--- src/rtl/maior_seq_pkg.sv ---
// maior_seq_pkg: shared definitions for the sequential max-finder.
//   - maior_state_e : FSM state encoding (idle / accumulate / done)
//   - WDef, CwDef   : default sample width and beat-counter width
package maior_seq_pkg;

   localparam int unsigned WDef  = 8;
   localparam int unsigned CwDef = 8;

   typedef enum logic [1:0] {
      StIdle = 2'd0,
      StAcc  = 2'd1,
      StDone = 2'd2
   } maior_state_e;

endpackage

--- src/rtl/maior_seq_if.sv ---
// maior_seq_if: framed input stream plus result handshake of maior_seq.
//   Input side : in_valid, in_ready, in_data[W], in_last
//   Output side: out_valid, out_ready, out_max[W], out_count[CW]
//                out_index[CW] only when MAIOR_SEQ_INDEX_EN is defined
//   Modports   : master = producer/consumer environment, slave = maior_seq.
interface maior_seq_if
   import maior_seq_pkg::*;
#(
   parameter int unsigned W  = WDef,
   parameter int unsigned CW = CwDef
);

   logic          in_valid;
   logic          in_ready;
   logic [W-1:0]  in_data;
   logic          in_last;
   logic          out_valid;
   logic          out_ready;
   logic [W-1:0]  out_max;
   logic [CW-1:0] out_count;
`ifdef MAIOR_SEQ_INDEX_EN
   logic [CW-1:0] out_index;

   modport master (
      output in_valid, in_data, in_last, out_ready,
      input  in_ready, out_valid, out_max, out_count, out_index
   );

   modport slave (
      input  in_valid, in_data, in_last, out_ready,
      output in_ready, out_valid, out_max, out_count, out_index
   );
`else
   modport master (
      output in_valid, in_data, in_last, out_ready,
      input  in_ready, out_valid, out_max, out_count
   );

   modport slave (
      input  in_valid, in_data, in_last, out_ready,
      output in_ready, out_valid, out_max, out_count
   );
`endif

endinterface

--- src/rtl/maior_seq_maior_menor.sv ---
// maior_menor: unsigned two-input maximum.
//   a_i   in  W  first operand (kept on a tie)
//   b_i   in  W  second operand
//   max_o out W  b_i if a_i < b_i, else a_i
// Shared by maior_4 (default W=8) and maior_seq.
module maior_menor #(
   parameter int unsigned W = 8
) (
   input  logic [W-1:0] a_i,
   input  logic [W-1:0] b_i,
   output logic [W-1:0] max_o
);

   // Strict compare so the earlier operand wins on equality.
   assign max_o = (a_i < b_i) ? b_i : a_i;

endmodule

--- src/rtl/maior_seq.sv ---
// maior_seq: sequential max-finder over a framed stream.
//   Samples arrive one per cycle on bus.in_* (valid/ready, in_last marks the final
//   sample). A single maior_menor folds each sample into a running maximum. When the
//   last sample is accepted, the result is presented on bus.out_* until out_ready.
// Ports
//   clk  in  clock, rising edge
//   rst  in  asynchronous active-high reset; discards any partial stream
//   bus  slave modport of maior_seq_if (see interface for signal list)
// Parameters
//   W   sample / maximum width
//   CW  beat-counter width; counter saturates at 2^CW-1
// Build option
//   MAIOR_SEQ_INDEX_EN: adds the idx register and bus.out_index (0-based beat index
//   of the first occurrence of the maximum).
module maior_seq
   import maior_seq_pkg::*;
#(
   parameter int unsigned W  = WDef,
   parameter int unsigned CW = CwDef
) (
   input logic      clk,
   input logic      rst,
   maior_seq_if.slave bus
);

   localparam logic [CW-1:0] CntMax = '1;

   maior_state_e  state_q;
   logic [W-1:0]  acc_q;
   logic [CW-1:0] cnt_q;
   logic          in_ready_q;
   logic          out_valid_q;
   logic [W-1:0]  cmp_max;
   logic          beat;
   logic          cnt_sat;
`ifdef MAIOR_SEQ_INDEX_EN
   logic [CW-1:0] idx_q;
   logic          new_max;
`endif

   maior_menor #(
      .W (W)
   ) u_maior_menor (
      .a_i   (acc_q),
      .b_i   (bus.in_data),
      .max_o (cmp_max)
   );

   assign beat    = bus.in_valid & in_ready_q;
   assign cnt_sat = (cnt_q == CntMax);

`ifdef MAIOR_SEQ_INDEX_EN
   // The comparator only departs from acc when acc < in_data, so a changed result
   // means the new sample is a strictly larger maximum.
   assign new_max = (cmp_max != acc_q);
`endif

   always_ff @(posedge clk or posedge rst) begin
      if (rst) begin
         state_q     <= StIdle;
         acc_q       <= '0;
         cnt_q       <= '0;
         in_ready_q  <= 1'b1;
         out_valid_q <= 1'b0;
`ifdef MAIOR_SEQ_INDEX_EN
         idx_q       <= '0;
`endif
      end else begin
         unique case (state_q)
            StIdle: begin
               if (beat) begin
                  acc_q <= bus.in_data;
                  cnt_q <= CW'(1);
`ifdef MAIOR_SEQ_INDEX_EN
                  idx_q <= '0;
`endif
                  if (bus.in_last) begin
                     state_q     <= StDone;
                     in_ready_q  <= 1'b0;
                     out_valid_q <= 1'b1;
                  end else begin
                     state_q <= StAcc;
                  end
               end
            end

            StAcc: begin
               if (beat) begin
                  acc_q <= cmp_max;
                  if (!cnt_sat) begin
                     cnt_q <= cnt_q + CW'(1);
                  end
`ifdef MAIOR_SEQ_INDEX_EN
                  // cnt_q equals the 0-based index of this beat; frozen once saturated.
                  if (new_max && !cnt_sat) begin
                     idx_q <= cnt_q;
                  end
`endif
                  if (bus.in_last) begin
                     state_q     <= StDone;
                     in_ready_q  <= 1'b0;
                     out_valid_q <= 1'b1;
                  end
               end
            end

            StDone: begin
               if (bus.out_ready) begin
                  state_q     <= StIdle;
                  in_ready_q  <= 1'b1;
                  out_valid_q <= 1'b0;
               end
            end

            default: begin
               state_q     <= StIdle;
               in_ready_q  <= 1'b1;
               out_valid_q <= 1'b0;
            end
         endcase
      end
   end

   assign bus.in_ready  = in_ready_q;
   assign bus.out_valid = out_valid_q;
   assign bus.out_max   = acc_q;
   assign bus.out_count = cnt_q;
`ifdef MAIOR_SEQ_INDEX_EN
   assign bus.out_index = idx_q;
`endif

endmodule

--- src/flat_wrapper.sv ---
// flat-port wrapper written by rule: the top's interface ports become plain ports
module maior_seq_flat import maior_seq_pkg::*;
#(
   parameter int unsigned W  = WDef,
   parameter int unsigned CW = CwDef
)
  (clk, rst, bus_in_valid, bus_in_data, bus_in_last, bus_out_ready, bus_in_ready, bus_out_valid, bus_out_max, bus_out_count);
  maior_seq_if #(.W(W), .CW(CW)) bus_i ();
  input logic clk;
  input logic rst;
  input wire logic [$bits(bus_i.in_valid)-1:0] bus_in_valid;
  input wire logic [$bits(bus_i.in_data)-1:0] bus_in_data;
  input wire logic [$bits(bus_i.in_last)-1:0] bus_in_last;
  input wire logic [$bits(bus_i.out_ready)-1:0] bus_out_ready;
  output wire logic [$bits(bus_i.in_ready)-1:0] bus_in_ready;
  output wire logic [$bits(bus_i.out_valid)-1:0] bus_out_valid;
  output wire logic [$bits(bus_i.out_max)-1:0] bus_out_max;
  output wire logic [$bits(bus_i.out_count)-1:0] bus_out_count;
  assign bus_i.in_valid = bus_in_valid;
  assign bus_i.in_data = bus_in_data;
  assign bus_i.in_last = bus_in_last;
  assign bus_i.out_ready = bus_out_ready;
  assign bus_in_ready = bus_i.in_ready;
  assign bus_out_valid = bus_i.out_valid;
  assign bus_out_max = bus_i.out_max;
  assign bus_out_count = bus_i.out_count;
  maior_seq #(.W(W), .CW(CW)) u_core (.clk(clk), .rst(rst), .bus(bus_i));
endmodule
--- config.mk ---
export PLATFORM = sky130hd
export DESIGN_NAME = maior_seq_flat
export DESIGN_NICKNAME = d
export VERILOG_FILES = /design/src/rtl/maior_seq_pkg.sv /design/src/rtl/maior_seq_if.sv /design/src/rtl/maior_seq_maior_menor.sv /design/src/rtl/maior_seq.sv /design/src/flat_wrapper.sv
export SDC_FILE = /design/constraint.sdc
export NUM_CORES = 1
export LEC_CHECK = 0
export ABC_AREA = 1
export CORE_ASPECT_RATIO = 0.6
export CORE_UTILIZATION = 51
export DETAILED_ROUTE_END_ITERATION = 8
export PLACE_DENSITY_LB_ADDON = 0.1
export SYNTH_ARGS = -nofsm -noshare
export SYNTH_HDL_FRONTEND = slang
export SYNTH_SLANG_ARGS = --single-unit
--- constraint.sdc ---
create_clock -name clk -period 3.1 [get_ports clk]
set_input_delay 0.465 -clock clk [delete_from_list [all_inputs] [get_ports clk]]
set_output_delay 0.465 -clock clk [all_outputs]
set_load 0.005 [all_outputs]
==> reports/qor.csv, run 1 <==
metric,value,unit
synth_async_sr_flop_share,1.00,
synth_flop_cell,dfrtp_1,
min_path_cells,1,
cts_buffers,3,
cap_violations,0,
clk_pin_slew_worst_paths,0.07,ns
gp_congestion,0.833,
grt_max_degree,21,
synthTopCellsByArea,"dfrtp_1, nand2_1, ha_1, inv_1, nand3_1",
tns,0,ns
ant_nets,0,
synth-seq-cells,20,
grt_pass1_vias,957,
maxSlewViolCount,0,
crit_fanout,9,
netlist_area,1190,um2
max_freq,519,MHz
p_leak,0.000839,uW
netlist_instances,150,
hp-class,reg -> reg,
placementRows,13,
drt-initial-drc-count,41,
die_h,39.5,um
cp.arrival,2.11,ns
postCtsSetupBuffers,0,
drcViolationCount,0,
final_hold_viol_count,0,
r2r_setup_slack,1.35,ns
path_buf_inv,2,
powerDensity,301,nW/um2
final_common_cell,nand2_1,
die_x,64.5,um
post_drt_wl_per_cell,12.8,um
hold_buffers,0,
r2r_end,u_core.bus.out_count[0]$_DFFE_PP0P_,
antenna_found_initial,0,
gr-total-overflow,0,
rsz0062_at_grt,false,
crit_required,3.29,ns
start_util,0.548,
most-common-layout-cells,"nand2_1, clkdlybuf4s50_1, inv_1",
criticalPathCategory,in -> reg,
track_usage,0.241,
coreArea,2180,um2
via_per_inst,5.04,
cts_tree,yes,
min_period_over_period,0.622,
path_cells,clkdlybuf4s50_1 > inv_1 > ha_1 > a21oi_1 > nor2_1 > nor2_1 > nand2_2 > nand2_4 > nand2_1 > nand2_1,
io-pin-count,31,
dr.pass1.iters,4,
cp_top_family,simple AND/OR/NAND/NOR gates,
hold_start,u_core.bus.out_valid$_DFFE_PP0P_,
tightest_slew,0.757,ns
status,finished clean,
finClkSkew,0.0138,ns
yosysWarnings,0,
vdd_drop_max,324,uV
synth_top_area_cell,dfrtp_1,
cp-start-kind,input port,
io_buffers,30,
ys_types,22,
final_util,0.718,
clk_latency,0.27,ns
cts-root-buf,clkbuf_8,
final-setup-viol-count,0,
cts.sinks,20,
wl,2730,um
antenna_cells,0,
cts-htree-levels,1,
clock_path_buffers,2,
cts_resized,0,
vias,1074,
critPathMaxStageDelay,0.49,ns
die_area,2540,um2
min_to,u_core.bus.out_valid$_DFFE_PP0P_,
synth-edff-count,0,
syn_avg_cell_area,7.96,um2
slew-limit-headroom,0.495,
synth-seq-area-share,0.420,
syn_to_final_growth,31.1,%
dpl.hpwl,2150,um
period_needed,1.93,ns
critical-path-slowest-cell,clkdlybuf4s50_1,
crit_path_end_kind,register,
synth_fp_nets,171,
nets,205,
crit_cells,10,
r2r-start,u_core.bus.out_count[0]$_DFFE_PP0P_,
rr_worst_depth,8,
grt_first_pass_wirelength,4320,um
drive_above_1_share,0.0929,
yosys.area.top_type_share,0.398,
routing by layer:
layer  vias to the layer above  routed length (um)  GRT usage
met2                        25                1290      0.432
met5                         -                   0          0
li1                        544                   -          -
met3                         2                 113     0.0610
met1                       503                1310      0.289
met4                         0                  14     0.0833
area by class of cell:
type | count | area, um2
tap | 30 | 37.5
inverter | 21 | 78.8
fill | 199 | 614
clock buffer | 4 | 45.0
sequential | 20 | 502
timing repair buffer | 30 | 300
multi-input combinational | 108 | 602
registers in the layout, summed over array words and instances, names as in the netlist:
name,count
u_core.bus.out_valid,1
u_core.bus.out_max,8
u_core.state_q,2
u_core.bus.out_count,8
u_core.bus.in_ready,1
through the flow:
stage          cells  instance area, um2  worst slack (ns)  hold WS [ns]  power (uW)
2_1_floorplan    150                1190              1.65         0.428         277
3_3_place_gp     209                1520              1.06         0.481         296
3_5_place_dp     209                1520             0.915         0.488         297
4_1_cts          213                1570              1.17         0.511         475
5_1_grt          213                1570              1.06         0.532         486
6_report         213                1570              1.17         0.508         472
cells by family after synthesis:
group,synth area share
AND/OR/NAND/NOR,0.327
buffers and inverters,0.0755
flip-flops,0.420
AO/OA/AOI/OAI,0.0713
adder cells (fa/ha/maj),0.0839
XOR/XNOR,0.0220
how the worst max path moves through the flow:
stage	from	end	slack (ns)
after floorplan	bus_in_data[6]	u_core.bus.out_max[0]$_DFFE_PP0P_	1.65
after global placement	bus_in_data[6]	u_core.bus.out_max[0]$_DFFE_PP0P_	1.06
after detailed placement	bus_in_data[6]	u_core.bus.out_max[0]$_DFFE_PP0P_	0.91
after CTS	bus_in_data[6]	u_core.bus.out_max[0]$_DFFE_PP0P_	1.17
after global routing	bus_in_data[6]	u_core.bus.out_max[0]$_DFFE_PP0P_	1.06
final	bus_in_data[6]	u_core.bus.out_max[0]$_DFFE_PP0P_	1.17
where the power goes:
group	internal, uW	switching (uW)
Combinational	17.0	14.2
Sequential	261	0
Clock	91.6	87.9
synth_stat cells, types with 2 or more instances:
| master | n |
|---|---|
| nand2_2 | 6 |
| nand4_1 | 2 |
| o21ai_0 | 2 |
| nand3b_1 | 2 |
| nand2_1 | 46 |
| nand3_1 | 14 |
| inv_1 | 21 |
| xor2_1 | 3 |
| nor2_1 | 9 |
| a21oi_1 | 5 |
| ha_1 | 8 |
| o21ai_2 | 3 |
| dfrtp_1 | 19 |
| o21ai_1 | 2 |
No activity file was read; power rests on OpenSTA's default activity.
==> run 2: changes to the inputs <==
--- a/config.mk
+++ b/config.mk
@@ -7,7 +7,7 @@
 export LEC_CHECK = 0
 export ABC_AREA = 1
 export CORE_ASPECT_RATIO = 0.6
-export CORE_UTILIZATION = 51
+export CORE_UTILIZATION = 48
 export DETAILED_ROUTE_END_ITERATION = 8
 export PLACE_DENSITY_LB_ADDON = 0.1
 export SYNTH_ARGS = -nofsm -noshare
==> constraint.sdc (replaced) <==
create_clock -name clk -period 1.9 [get_ports clk]
set_input_delay 0.285 -clock clk [delete_from_list [all_inputs] [get_ports clk]]
set_output_delay 0.285 -clock clk [all_outputs]
set_load 0.005 [all_outputs]
==> reports/qor.csv, run 2 (synthesis gave the netlist of run 1 again) <==
metric,value,unit,change
status,finished clean,,
r2r-start,u_core.bus.out_count[1]$_DFFE_PP0P_,,
fin_hold_ws,0.358,ns,-0.150 ns
drt-initial-drc-count,40,,-2.4%
crit_path_end_kind,register,,
drive_above_1_share,0.103,,+0.00981
nets,207,,+0.98%
ant_nets,0,,unchanged
cts-root-buf,clkbuf_8,,
final-setup-viol-count,0,,unchanged
cts_resized,0,,unchanged
wl,2560,um,-6.2%
cp-start-kind,input port,,
clk_latency,0.26,ns,about the same
met3_usage,0.0694,,+0.00840
grt_first_pass_wirelength,4210,um,-2.5%
gp_congestion,0.846,,+1.6%
coreArea,2260,um2,+3.7%
clk_pin_slew_worst_paths,0.07,ns,about the same
crit_fanout,9,,unchanged
criticalPathCategory,in -> reg,,
antenna_cells,0,,unchanged
final_common_cell,nand2_1,,
die_h,40.6,um,+2.9%
cts_tree,yes,,
drcViolationCount,0,,unchanged
tightest_slew,0.265,ns,-0.492 ns
max_freq,571,MHz,
path_cells,clkdlybuf4s50_1 > inv_1 > ha_1 > a21oi_1 > nor2_1 > nor2_1 > nand2_2 > nand2_4 > nand2_1 > nand2_1,,
hp-class,in -> async,,
finClkSkew,0.00743,ns,-0.00634 ns
fillCellCount,181,,-9.0%
postCtsSetupBuffers,0,,unchanged
io-pin-count,31,,unchanged
io_buffers,30,,unchanged
die_x,66.4,um,+3.0%
die_area,2700,um2,+6.0%
cts-htree-levels,1,,unchanged
p_leak,0.000848,uW,+1.1%
finalWorstSetupSlack,0.149,ns,-1.02 ns
maxSlewViolCount,0,,unchanged
vias,1071,,-0.28%
critPathMaxStageDelay,0.50,ns,about the same
antenna_found_initial,0,,unchanged
r2r_setup_slack,0.28,ns,-1.07 ns
cts_buffers,3,,unchanged
vdd_drop_max,361,uV,+11%
grt_busiest_layer,met2,,
grt_max_degree,21,,unchanged
cap_violations,0,,unchanged
critical-path-slowest-cell,clkdlybuf4s50_1,,
powerDensity,484,nW/um2,+61%
placementRows,13,,unchanged
placedInstanceArea,1540,um2,+0.99%
min_period_over_period,0.922,,
rr_worst_depth,8,,unchanged
most-common-layout-cells,"nand2_1, clkdlybuf4s50_1, inv_1",,
track_usage,0.219,,-0.0214
crit_required,2.09,ns,-1.20 ns
slew-limit-headroom,0.823,,+0.328
met1_usage,0.290,,+0.00161
grt_pass1_vias,971,,+1.5%
syn_to_final_growth,32.4,%,
start_util,0.528,,-0.0197
r2r_end,u_core.bus.out_count[0]$_DFFE_PP0P_,,
grt_use_met2,0.360,,-0.0719
hold_buffers,0,,unchanged
dpl.hpwl,1990,um,-7.2%
via_per_inst,4.98,,-1.2%
cp.arrival,1.94,ns,-0.17 ns
dp_slack,-0.0443,ns,-0.959 ns
dr.pass1.iters,4,,unchanged
clock_path_buffers,2,,unchanged
fin_area,1580,um2,+0.96%
cts.sinks,20,,unchanged
gr-total-overflow,0,,unchanged
rsz0062_at_grt,false,,
final_hold_viol_count,0,,unchanged
post_drt_wl_per_cell,11.9,um,-7.1%
period_needed,1.75,ns,
[run 2: worst max path at each step]
| stage | to | startpoint | slack (ns) |
|---|---|---|---|
| 4_1_cts | u_core.bus.out_max[1]$_DFFE_PP0P_ | bus_in_data[6] | 0.20 |
| 6_report | u_core.bus.out_max[1]$_DFFE_PP0P_ | bus_in_data[6] | 0.15 |
| 3_5_place_dp | u_core.bus.out_max[1]$_DFFE_PP0P_ | bus_in_data[6] | -0.04 |
| 3_3_place_gp | u_core.bus.out_max[0]$_DFFE_PP0P_ | bus_in_data[1] | 0.02 |
| 5_1_grt | u_core.bus.out_max[4]$_DFFE_PP0P_ | bus_in_data[7] | 0.1 |
| 2_1_floorplan | u_core.bus.out_max[0]$_DFFE_PP0P_ | u_core.bus.out_max[6]$_DFFE_PP0P_ | 0.52 |
[run 2: metrics by stage]
stage,instances,util,power [uW],TNS (ns)
floorplan,150,-,452,0
global placement,211,0.679,486,0
detailed placement,211,0.679,488,-0.241
CTS,215,0.699,775,0
global route,215,0.699,797,0
finish,215,0.699,765,0
[run 2: critical path, delay by kind of cell]
kind	cells	cell delay, ns
buffers and inverters	2	0.55
AND/OR/NAND/NOR	6	0.64
AO/OA/AOI/OAI	1	0.16
adder cells (fa/ha/maj)	1	0.30
[run 2: final cells by class]
| type | instances | area (um2) | share of cell area |
|---|---|---|---|
| repair buffers | 32 | 315 | 0.200 |
| well taps | 30 | 37.5 | 0.0238 |
| flip-flops and latches | 20 | 502 | 0.317 |
| clock buffers | 4 | 45.0 | 0.0285 |
| inverters | 21 | 78.8 | 0.0499 |
| multi-input cells | 108 | 602 | 0.381 |
[run 2: per-layer routing]
layer	vias up	routed length, um
li1	550	-
met1	495	1350
met2	23	1090
met5	-	0
met4	0	9
met3	3	119
[run 2: report_power, final]
group	switching, uW	leakage, uW	total (uW)	internal (uW)
clock network	136	0.0000228	286	149
logic	24.5	0.000560	53.7	29.2
registers	0	0.000265	426	426
total	161	0.000848	765	604
